**src/rtl/timer_cmp_ctrl_if.sv**
```systemverilog
// timer_cmp_ctrl_if: register bus and interrupt line of the timer compare controller
interface timer_cmp_ctrl_if;
  logic        wen;
  logic        ren;
  logic [3:0]  addr_ofs;
  logic [31:0] wdata;
  logic [31:0] data_o;
  logic        irq_o;
  modport master (output wen, ren, addr_ofs, wdata, input data_o, irq_o);
  modport slave  (input wen, ren, addr_ofs, wdata, output data_o, irq_o);
endinterface

```
**src/rtl/timer_cmp_ctrl.sv**
```systemverilog
// timer_cmp_ctrl: 64-bit timer compare with one-shot/periodic modes and a level interrupt
module timer_cmp_ctrl (
  input  logic              clk,
  input  logic              rst,
  input  logic [63:0]       mtime_i,
  timer_cmp_ctrl_if.slave   bus
);
  localparam logic [1:0] IDLE = 2'd0, ARMED = 2'd1, FIRED = 2'd2;
  logic [1:0]  state_q, state_d;
  logic [63:0] cmp_q, cmp_d;
  logic [31:0] period_q, period_d, data_q, data_d, rd;
  logic        en_q, en_d, per_q, per_d, pend_q, pend_d;
  logic        wr_lo, wr_hi, wr_ctrl, wr_per, hit, auto, reload;
  always_comb begin
    wr_lo    = bus.wen && bus.addr_ofs == 4'h0;
    wr_hi    = bus.wen && bus.addr_ofs == 4'h4;
    wr_ctrl  = bus.wen && bus.addr_ofs == 4'h8;
    wr_per   = bus.wen && bus.addr_ofs == 4'hC;
    // a same-cycle write disabling the block suppresses the match
    hit      = state_q == ARMED && en_q && mtime_i >= cmp_q && !(wr_ctrl && !bus.wdata[0]);
    auto     = per_q && |period_q;
    reload   = hit && auto && !(wr_lo || wr_hi);
    cmp_d    = reload ? cmp_q + {32'd0, period_q}
                      : {wr_hi ? bus.wdata : cmp_q[63:32], wr_lo ? bus.wdata : cmp_q[31:0]};
    period_d = wr_per ? bus.wdata : period_q;
    en_d     = wr_ctrl ? bus.wdata[0] : en_q;
    per_d    = wr_ctrl ? bus.wdata[1] : per_q;
    pend_d   = hit || (pend_q && !(wr_ctrl && bus.wdata[8]));
    state_d  = !en_q             ? IDLE :
               state_q == IDLE   ? ARMED :
               state_q == ARMED  ? ((hit && !auto) ? FIRED : ARMED) :
               state_q == FIRED  ? ((wr_lo || wr_hi) ? ARMED : FIRED) : IDLE;
    rd       = bus.addr_ofs == 4'h0 ? cmp_q[31:0] :
               bus.addr_ofs == 4'h4 ? cmp_q[63:32] :
               bus.addr_ofs == 4'h8 ? {23'd0, pend_q, 6'd0, per_q, en_q} :
               bus.addr_ofs == 4'hC ? period_q : 32'd0;
    data_d   = bus.ren ? rd : 32'd0;
  end
  always_ff @(posedge clk) begin
    if (rst) begin
      state_q  <= IDLE;
      cmp_q    <= 64'hFFFF_FFFF_FFFF_FFFF;
      period_q <= 32'd0;
      en_q     <= 1'b0;
      per_q    <= 1'b0;
      pend_q   <= 1'b0;
      data_q   <= 32'd0;
    end else begin
      state_q  <= state_d;
      cmp_q    <= cmp_d;
      period_q <= period_d;
      en_q     <= en_d;
      per_q    <= per_d;
      pend_q   <= pend_d;
      data_q   <= data_d;
    end
  end
  assign bus.data_o = data_q;
  assign bus.irq_o  = pend_q;
endmodule
```
**src/flat_wrapper.sv**
```systemverilog
// flat-port wrapper written by rule: the top's interface ports become plain ports
module timer_cmp_ctrl_flat 
  (clk, rst, mtime_i, bus_wen, bus_ren, bus_addr_ofs, bus_wdata, bus_data_o, bus_irq_o);
  timer_cmp_ctrl_if bus_i ();
  input  logic clk;
  input  logic rst;
  input  logic [63:0] mtime_i;
  input wire logic [$bits(bus_i.wen)-1:0] bus_wen;
  input wire logic [$bits(bus_i.ren)-1:0] bus_ren;
  input wire logic [$bits(bus_i.addr_ofs)-1:0] bus_addr_ofs;
  input wire logic [$bits(bus_i.wdata)-1:0] bus_wdata;
  output wire logic [$bits(bus_i.data_o)-1:0] bus_data_o;
  output wire logic [$bits(bus_i.irq_o)-1:0] bus_irq_o;
  assign bus_i.wen = bus_wen;
  assign bus_i.ren = bus_ren;
  assign bus_i.addr_ofs = bus_addr_ofs;
  assign bus_i.wdata = bus_wdata;
  assign bus_data_o = bus_i.data_o;
  assign bus_irq_o = bus_i.irq_o;
  timer_cmp_ctrl u_core (.clk(clk), .rst(rst), .mtime_i(mtime_i), .bus(bus_i));
endmodule
```
**config.mk**
```make
export PLATFORM = sky130hd
export DESIGN_NAME = timer_cmp_ctrl_flat
export DESIGN_NICKNAME = d
export VERILOG_FILES = /design/src/rtl/timer_cmp_ctrl_if.sv /design/src/rtl/timer_cmp_ctrl.sv /design/src/flat_wrapper.sv
export SDC_FILE = /design/constraint.sdc
export NUM_CORES = 1
export LEC_CHECK = 0
export ABC_AREA = 1
export CORE_UTILIZATION = 57
export DETAILED_ROUTE_END_ITERATION = 8
export PLACE_DENSITY_LB_ADDON = 0.3
export REMOVE_ABC_BUFFERS = 1
export SYNTH_ARGS = -nofsm -noshare
export SYNTH_HDL_FRONTEND = slang
export SYNTH_SLANG_ARGS = --single-unit
```
**constraint.sdc**
```tcl
create_clock -name clk -period 3.03 [get_ports clk]
set_input_delay 0.606 -clock clk [delete_from_list [all_inputs] [get_ports clk]]
set_output_delay 0.606 -clock clk [all_outputs]
set_load 0.05 [all_outputs]
```
; ---- Word level (Yosys, flattened, before mapping)
; Cells that the tools add are included.
[totals]
in_bits = 104
ff_bits = 133
word_cells = 59
out_inout_bits = 33
[classes]
eq_ne = 5
n_bitwise = 2
n_addsub = 1
magnitude_cmp = 1
mux = 12
reduce_logical = 29
[ops]
columns = op, count
row1 = $mux W32, 6
row2 = $add A64 B32 Y64, 1
row3 = $ge A64 B64 Y1, 1
row4 = $mux W64, 1
row5 = $reduce_or A32 Y1, 1
row6 = $logic_and A1 B1 Y1, 14
row7 = $eq A4 B4 Y1 const B, 2
row8 = $mux W2, 4
row9 = $logic_not A1 Y1, 5
row10 = $eq A4 B3 Y1 const B, 1
row11 = $logic_not A4 Y1, 1
row12 = $reduce_bool A2 Y1, 2
row13 = $reduce_or A2 Y1, 2
row14 = $reduce_or A3 Y1, 1
row15 = $eq A2 B1 Y1 const B, 1
row16 = $eq A2 B2 Y1 const B, 1
row17 = $logic_not A2 Y1, 1
row18 = $logic_or A1 B1 Y1, 2
row19 = $not A1 Y1, 2
row20 = $mux W1, 1

; ---- Longest topological paths before layout
; Gate-level depths: netlist of the first run.
[logic_depth]
word_depth = 9
mapped_depth = 20
depth_no_buf = 19

; ---- Worst setup path after synthesis of the first run
; No wires, ideal clock.
[synth_path]
path_kind = input port to flip-flop
start = input port mtime_i[39]
end = register u_core.cmp_q[44]
stages = 12
n_path_buf = 2
arrival_ns = 2.055
path_slack_ns = 0.854
setup_time_ns = 0.121
t_required_ns = 2.909
cell_sequence = ha_1 > nand2_1 > nor4b_2 > nand3_1 > nor2_1 > nand2_2 > nand2_2 > nand3_2 > buf_6 > buf_6 > nand3_1 > nand3_1
[synth_between]
elab_chain_len = 6
word_cells_on_any_way = 7
cone_classes = order compare (1) / mux (1) / reduce/logical (5)
[synth_lines]
columns = element, line_no
row1 = "start, declared", flat_wrapper.sv:7  ; input logic [63:0] mtime_i;
row2 = $ge A64 B64 Y1 *, timer_cmp_ctrl.sv:20  ; hit = state_q == ARMED && en_q && mtime_i >= cmp_q && !(wr_ctrl && !bus.wdata[0]);
row3 = $logic_and A1 B1 Y1 * (2 in a row), timer_cmp_ctrl.sv:20
row4 = $logic_and A1 B1 Y1 * (2 in a row), timer_cmp_ctrl.sv:22  ; reload = hit && auto && !(wr_lo || wr_hi);
row5 = $mux W64 or $reduce_bool A2 Y1 (tied branches), --
row6 = "end signal, assigned", timer_cmp_ctrl.sv:50  ; cmp_q <= cmp_d;
row7 = "end, declared", timer_cmp_ctrl.sv:10  ; logic [63:0] cmp_q, cmp_d;
; Every way passes the cells marked *; elsewhere a longest branch is shown, timed or not.
; A chain may end at the register's enable or synchronous reset.

; ---- Final worst setup path of the first run
[layout_path]
start = input port mtime_i[31]
end = register u_core.cmp_q[1]
; Same word-level chain as after synthesis.

==> metrics.md, run 1 <==
| Metric | Value |
|---|---|
| Drt drc | `0` |
| Cell Pwr Density | `441 nW/um^2` |
| Yosys reg bits | `133` |
| Port bufs | `136` |
| Pleak | `7.15 nW` |
| Clock share of power | `37.3%` |
| Measured slew at the worst slew-check pin | `820 ps` |
| Commonest cells after routing, fill and taps aside | `nand2_1, nand3_1, inv_1` |
| Post-Route Setup TNS | `0 ps` |
| CP max stage cell | `clkdlybuf4s50_1` |
| Die H | `141 microns` |
| Die Footprint | `19800 sq um` |
| Initial DRC Count | `1733` |
| CP dominant cell by count | `nand2_1` |
| Fin. max-slew vios | `0` |
| Initial antenna violation count | `0` |
| Initial core utilization | `58.3%` |
| Cells after synthesis | `1748` |
| Primary FF master, synth | `dfxtp_1` |
| Placeable Area | `18800 sq um` |
| Crit path max fanout | `28` |
| Wirelength per Cell | `21.2 microns` |
| # H-tree levels | `4` |
| Final setup margin | `75.3 ps` |
| Final std cell area, no fill | `13300 sq um` |
| Final cycle utilization of the critical path | `97.5%` |
| Routed vias | `13.4k` |
| Gr ovfl total | `0` |
| DP Worst Slack | `-306 ps` |
| Top post-synthesis cells by area | `dfxtp_1, nand3_1, ha_1` |
| # rows | `50` |
| Crit end category | `flop` |
| Register area share after synthesis | `24.3%` |
| ANT cells | `0` |
| Worst rel slew slack | `44.8%` |
| Clock buffer depth | `2` |
| Part of the power in combinational logic | `31.6%` |
| Global Route Usage Sum | `45.6%` |
| DP Area | `12700 sq um` |
| Vias in the first global route | `12.7k` |
| Layout filler cell count | `1610` |
| GPL Wtd Cong | `1.08` |
| Ratio of cells with drive above 1 in the final layout | `5.44%` |
| Critical Path, Cell by Cell | `clkdlybuf4s50_1, ha_1, nand2_1, nor2_2, nand4_1, a21oi_2, nor2_1, buf_4, nand2_1, nand2_2, nand2_2, nand3_2, buf_12, nand2_1, inv_1, nand2_1, nand2_1` |
| Worst Setup Start Kind | `input port` |
| Hold Crit Depth | `2` |
| Final setup violating endpoints | `0` |
| Final setup skew | `11.3 ps` |
| Final Hold Fails | `0` |
| Netlist cell types | `42` |
| Worst path max stage delay | `420 ps` |
| Clock sink count | `133` |
| Post-CTS setup buffers | `0` |
| IO Pins | `137` |
| Nets@finish | `2080` |
| Reg2reg path depth | `17` |
| Drt pass-1 iters | `7` |
| Cts bufs inserted | `17` |
| Later-pin clock latency in the skew report | `440 ps` |
| Ys Warns | `0` |
| Top-area cell type share of the netlist area | `24.3%` |
| CTS tree | `built` |
| Async SR Flop Fraction | `0%` |
| Area growth, synth to finish | `21.4%` |
| CP required | `3360 ps` |
| Die width | `141 microns` |
| Crit Path Class | `input port to flop` |
| First-pass GRT wire length | `68900 microns` |
| Number of flops mapped to enable cells by yosys | `0` |
| Register share of total power | `31.1%` |
| Minimum clock period | `2950 ps` |
| Leading cell type in the layout, fill and taps excluded | `nand2_1` |
| Clock-pin slew on the worst setup and hold paths | `70 ps` |
| Final ANT Viol Nets | `0` |
| Largest net degree at the start of global routing | `63` |
| Syn Area/Cell | `6.26 sq um` |
| Vias per cell | `6.32` |
| VDD IR-drop max | `367 uV` |
| Total Wirelength | `45200 microns` |
| Status | `finished clean` |
| Synthesized cell area | `10900 sq um` |
| Root Driver | `clkbuf_16` |
| Max-cap violation count | `0` |
| Tot Pwr | `5.87 mW` |
| Sw Ratio | `37.4%` |
| Arrival time worst endpoint | `3290 ps` |
| NetSw | `2.20 mW` |
| Max Clock Freq | `0.338 GHz` |
| Dpl hpwl | `34600 microns` |
| Largest area contributor in the netlist | `dfxtp_1` |
| Min-delay worst type | `flop to flop` |
| Int Pwr | `3.67 mW` |
| Core Util, Final | `70.8%` |
## layout make-up
type                       instances  area [sq um]  share of cell area [%]
multi-input combinational       1327          7160                    53.9
sequential                       133          2660                    20.0
timing repair buffer             175          1720                    13.0
inverter                         225           845                    6.36
clock buffer                      19           453                    3.41
tap                              234           293                    2.20
clock inverter                    13           146                    1.10
## repair_timing
item | in CTS | in global routing
setup endpoints to repair | 0 | 11
hold buffers | 0 | 0
resized for setup | 0 | 3
hold endpoints to repair | 0 | 0
## layer usage
layer  vias to the layer above  wire length, microns  share of wire [%]  GRT usage (%)
met2                      1010                 19900                 44           73.8
met5                         -                     0                  0              0
met3                       232                  5600                 12           11.7
met4                         0                  2330                5.2           21.6
li1                       6137                     -                  -              -
met1                      6058                 17400                 38           56.8
## sequential cells by signal, summed over array words and instances (netlist names)
signal	count
u_core.state_q	2
u_core.en_q	1
u_core.bus.data_o	32
u_core.cmp_q	64
u_core.period_q	32
u_core.per_q	1
u_core.bus.irq_o	1
## Yosys cell counts, drive strengths merged (3+ instances only)
library cell,instances
xor2,32
o21ai,77
inv,224
nor2,209
clkbuf,42
a21oi,177
o22ai,31
nor3,23
nor4,10
or2,3
buf,21
o21bai,5
o21a,6
nand2,317
a21o,3
dfxtp,133
ha,96
nand3,248
and3,31
nand3b,5
nand4,46
## through the flow
stage	std cells	hold WS (ps)
after floorplan	1685	445
after global placement	2094	471
after detailed placement	2094	468
after CTS	2126	479
after global routing	2126	502
final	2126	489
## logic make-up (layout without fill, tap and decap cells)
| group | count (synthesis) | after routing | share of synthesized area (%) |
|---|---|---|---|
| AND/OR/NAND/NOR | 895 | 895 | 36.8 |
| adder cells (fa/ha/maj) | 97 | 97 | 11.2 |
| AO/OA/AOI/OAI | 302 | 302 | 14.7 |
| buffers and inverters | 288 | 432 | 10.5 |
| XOR/XNOR | 33 | 33 | 2.64 |
| flip-flops | 133 | 133 | 24.3 |
## power by group through the flow
| stage | Sequential [mW] | Combinational [mW] | Clock, mW |
|---|---|---|---|
| final | 1.82 | 1.86 | 2.19 |
| after floorplan | 1.88 | 1.06 | 0 |
| after global routing | 1.83 | 2.00 | 2.23 |
| after detailed placement | 1.86 | 1.77 | 0 |
| after CTS | 1.82 | 1.79 | 2.16 |
| after global placement | 1.86 | 1.75 | 0 |
## worst paths after layout
kind | to | slack, ps | from
worst max-delay path | u_core.cmp_q[1] | 80 | mtime_i[31]
worst min-delay path | u_core.per_q | 490 | u_core.per_q
worst min register to register | u_core.per_q | 490 | u_core.per_q
worst max register to register | u_core.cmp_q[62] | 80 | u_core.cmp_q[0]
## worst max-delay path, delay by kind of cell
kind                       cells  cell delay [ps]
and+or+nand+nor               11             1310
buffers and inverters          4              840
adders and majority gates      1              310
AOI/OAI and AO/OA              1              200
Note: power is estimated with default switching activity, not from simulation.
==> inputs of run 2 (changes only) <==
--- a/config.mk
+++ b/config.mk
@@ -6,8 +6,10 @@
 export NUM_CORES = 1
 export LEC_CHECK = 0
 export ABC_AREA = 1
-export CORE_UTILIZATION = 57
+export CAP_MARGIN = 20
+export CORE_UTILIZATION = 66
 export DETAILED_ROUTE_END_ITERATION = 8
+export DONT_BUFFER_PORTS = 1
 export PLACE_DENSITY_LB_ADDON = 0.3
 export REMOVE_ABC_BUFFERS = 1
 export SYNTH_ARGS = -nofsm -noshare
==> run 2 against run 1 <==
Effect of this change: power fell by 5.0%; via count down 3.3%; worst setup slack better by 21 ps; critical path type is now flop to flop; largest power group unchanged; clock skew rose by 1.1 ps; routed wire length fell by 4.6%; maximum frequency is 0.71% higher; die area is 13% lower.
==> metrics.md, run 2 (synthesis gave the netlist of run 1 again) <==
| Metric | Value |
|---|---|
| Status | `finished clean (unchanged)` |
| Total Wirelength | `43100 microns (was 45200 microns)` |
| Ratio of cells with drive above 1 in the final layout | `5.09% (was 5.44%)` |
| Vias per cell | `6.62 (was 6.32)` |
| Drt drc | `0 (unchanged)` |
| Most flops, register | `u_core.cmp_q (unchanged)` |
| Leading cell type in the layout, fill and taps excluded | `nand2_1 (unchanged)` |
| Clock buffer depth | `2 (unchanged)` |
| Gr ovfl total | `0 (unchanged)` |
| Vias in the first global route | `12.1k (was 12.7k)` |
| Max Clock Freq | `0.341 GHz (was 0.338 GHz)` |
| ANT cells | `0 (unchanged)` |
| R2r startpoint | `u_core.cmp_q[1] (was u_core.cmp_q[0])` |
| Register area | `2660 sq um (unchanged)` |
| Dpl hpwl | `32200 microns (was 34600 microns)` |
| Fin. max-slew vios | `0 (unchanged)` |
| Routed vias | `13.0k (was 13.4k)` |
| Layout filler cell count | `1333 (was 1610)` |
| Die H | `131 microns (was 141 microns)` |
| Global Route Usage Sum | `50.8% (was 45.6%)` |
| Cts bufs inserted | `17 (unchanged)` |
| Hold worst-path end | `u_core.bus.irq_o (was u_core.per_q)` |
| Largest register FFs | `64 (unchanged)` |
| # rows | `46 (was 50)` |
| Later-pin clock latency in the skew report | `430 ps (was 440 ps)` |
| Min-delay worst type | `input port to flop (was flop to flop)` |
| Wirelength per Cell | `21.9 microns (was 21.2 microns)` |
| DP Worst Slack | `181 ps (was -306 ps)` |
| Worst Setup Start Kind | `flop (was input port)` |
| Max-cap violation count | `0 (unchanged)` |
| Final setup skew | `12.3 ps (was 11.3 ps)` |
| Area growth, synth to finish | `7.66% (was 21.4%)` |
| Initial core utilization | `68.2% (was 58.3%)` |
| Drt pass-1 iters | `7 (unchanged)` |
| Measured slew at the worst slew-check pin | `863 ps (was 820 ps)` |
| Crit Path Class | `flop to flop (was input port to flop)` |
| Final Hold Fails | `0 (unchanged)` |
| Final cycle utilization of the critical path | `96.8% (was 97.5%)` |
| Pleak | `6.55 nW (was 7.15 nW)` |
| CP required | `3320 ps (was 3360 ps)` |
| GPL Wtd Cong | `1.06 (was 1.08)` |
| Initial antenna violation count | `0 (unchanged)` |
| Placeable Area | `16100 sq um (was 18800 sq um)` |
| Final setup margin | `96.1 ps (was 75.3 ps)` |
| Initial DRC Count | `1979 (was 1733)` |
| Reg2reg path depth | `18 (was 17)` |
| Port bufs | `0 (was 136)` |
| Area of the multi-input gates | `7160 sq um (about the same)` |
| Root Driver | `clkbuf_16 (unchanged)` |
| Unrepaired setup endpoints after global routing | `false` |
| FF-to-FF End | `u_core.cmp_q[44] (was u_core.cmp_q[62])` |
| Hold_sp | `rst (was u_core.per_q)` |
| Commonest cells after routing, fill and taps aside | `nand2_1, nand3_1, inv_1 (unchanged)` |
| Minimum clock period | `2930 ps (was 2950 ps)` |
| Cell Pwr Density | `473 nW/um^2 (was 441 nW/um^2)` |
| Hold Crit Depth | `1 (was 2)` |
| Die Footprint | `17100 sq um (was 19800 sq um)` |
| Final setup violating endpoints | `0 (unchanged)` |
| Post-CTS setup buffers | `0 (unchanged)` |
| # H-tree levels | `4 (unchanged)` |
| Crit end category | `flop (unchanged)` |
| Non-Filler Instances | `1963 (was 2126)` |
| Largest net degree at the start of global routing | `66 (was 63)` |
| CTS Hold Bufs | `0 (unchanged)` |
| Worst rel slew slack | `42.0% (was 44.8%)` |
| Nets@finish | `1935 (was 2080)` |
| First-pass GRT wire length | `64900 microns (was 68900 microns)` |
| Inst Count DP | `1931 (was 2094)` |
| IO Pins | `137 (unchanged)` |
| CTS tree | `built (unchanged)` |
| Crit path max fanout | `32 (was 28)` |
| Clock sink count | `133 (unchanged)` |
| R2R setup slack | `100 ps (was 80 ps)` |
| Arrival time worst endpoint | `3220 ps (was 3290 ps)` |
| Die width | `131 microns (was 141 microns)` |
| Final ANT Viol Nets | `0 (unchanged)` |
| Clock-pin slew on the worst setup and hold paths | `60 ps (was 70 ps)` |
| VDD IR-drop max | `499 uV (was 367 uV)` |
run 2: worst max-delay path, stage by stage, from the launching register on:
cell and delay, ps:
dfxtp_1 410, inv_1 140, ha_1 290, inv_1 30
nor2_1 100, nand2_1 50, nand3_1 120, nand2_1 80
nand2_1 130, nand2_1 80, nand2_2 170, nand2_1 70
nand2_1 220, nand2_2 130, nand2_2 120, nand3_2 150
buf_12 250, nand3_1 100, nand3_1 120
run 2: where the power goes:
part / switching [mW] / internal, mW
Combinational: 1.14 / 0.476
Sequential: 0.0691 / 1.79
Clock: 0.867 / 1.23
run 2: how the worst max path moves through the flow:
| stage | start | end | depth (start not counted) |
|---|---|---|---|
| floorplan | bus_addr_ofs[1] | u_core.cmp_q[0] | 11 |
| global placement | mtime_i[2] | u_core.cmp_q[22] | 16 |
| detailed placement | mtime_i[15] | u_core.cmp_q[54] | 14 |
| CTS | u_core.cmp_q[1] | u_core.cmp_q[44] | 18 |
| global route | u_core.cmp_q[1] | u_core.cmp_q[44] | 18 |
| finish | u_core.cmp_q[1] | u_core.cmp_q[44] | 18 |
run 2: timing repair:
action                                  4_1_cts  5_1_grt
hold endpoints to repair                      0        0
resized for setup                             0        1
endpoints found under the setup margin        0       16
run 2: final cells by class:
type                            count  area share [%]
Timing Repair Buffer               30            2.34
Multi-Input combinational cell   1327            60.7
Inverter                          225            7.17
Tap cell                          216            2.29
Clock buffer                       20            3.79
Sequential cell                   133            22.6
Clock inverter                     12            1.10
run 2: per-layer routing:
| layer | wire (microns) | global-route usage, % | vias up | share of wire [%] |
|---|---|---|---|---|
| li1 | - | - | 5846 | - |
| met1 | 16000 | 63.6 | 5825 | 37 |
| met2 | 18100 | 75.5 | 1115 | 42 |
| met3 | 6620 | 18.2 | 214 | 15 |
| met4 | 2350 | 28.5 | 0 | 5.5 |
| met5 | 0 | 0 | - | 0 |
run 2: metrics by stage:
step	utilization [%]	cell area, sq um	TNS, ps	power (mW)	hold WS (ps)
after floorplan	-	10600	-89980	2.94	445
after global placement	69.8	11200	0	3.40	470
after detailed placement	69.8	11200	0	3.41	479
after CTS	73.4	11800	0	5.46	242
after global routing	73.4	11800	0	5.76	243
final	73.4	11800	0	5.57	253
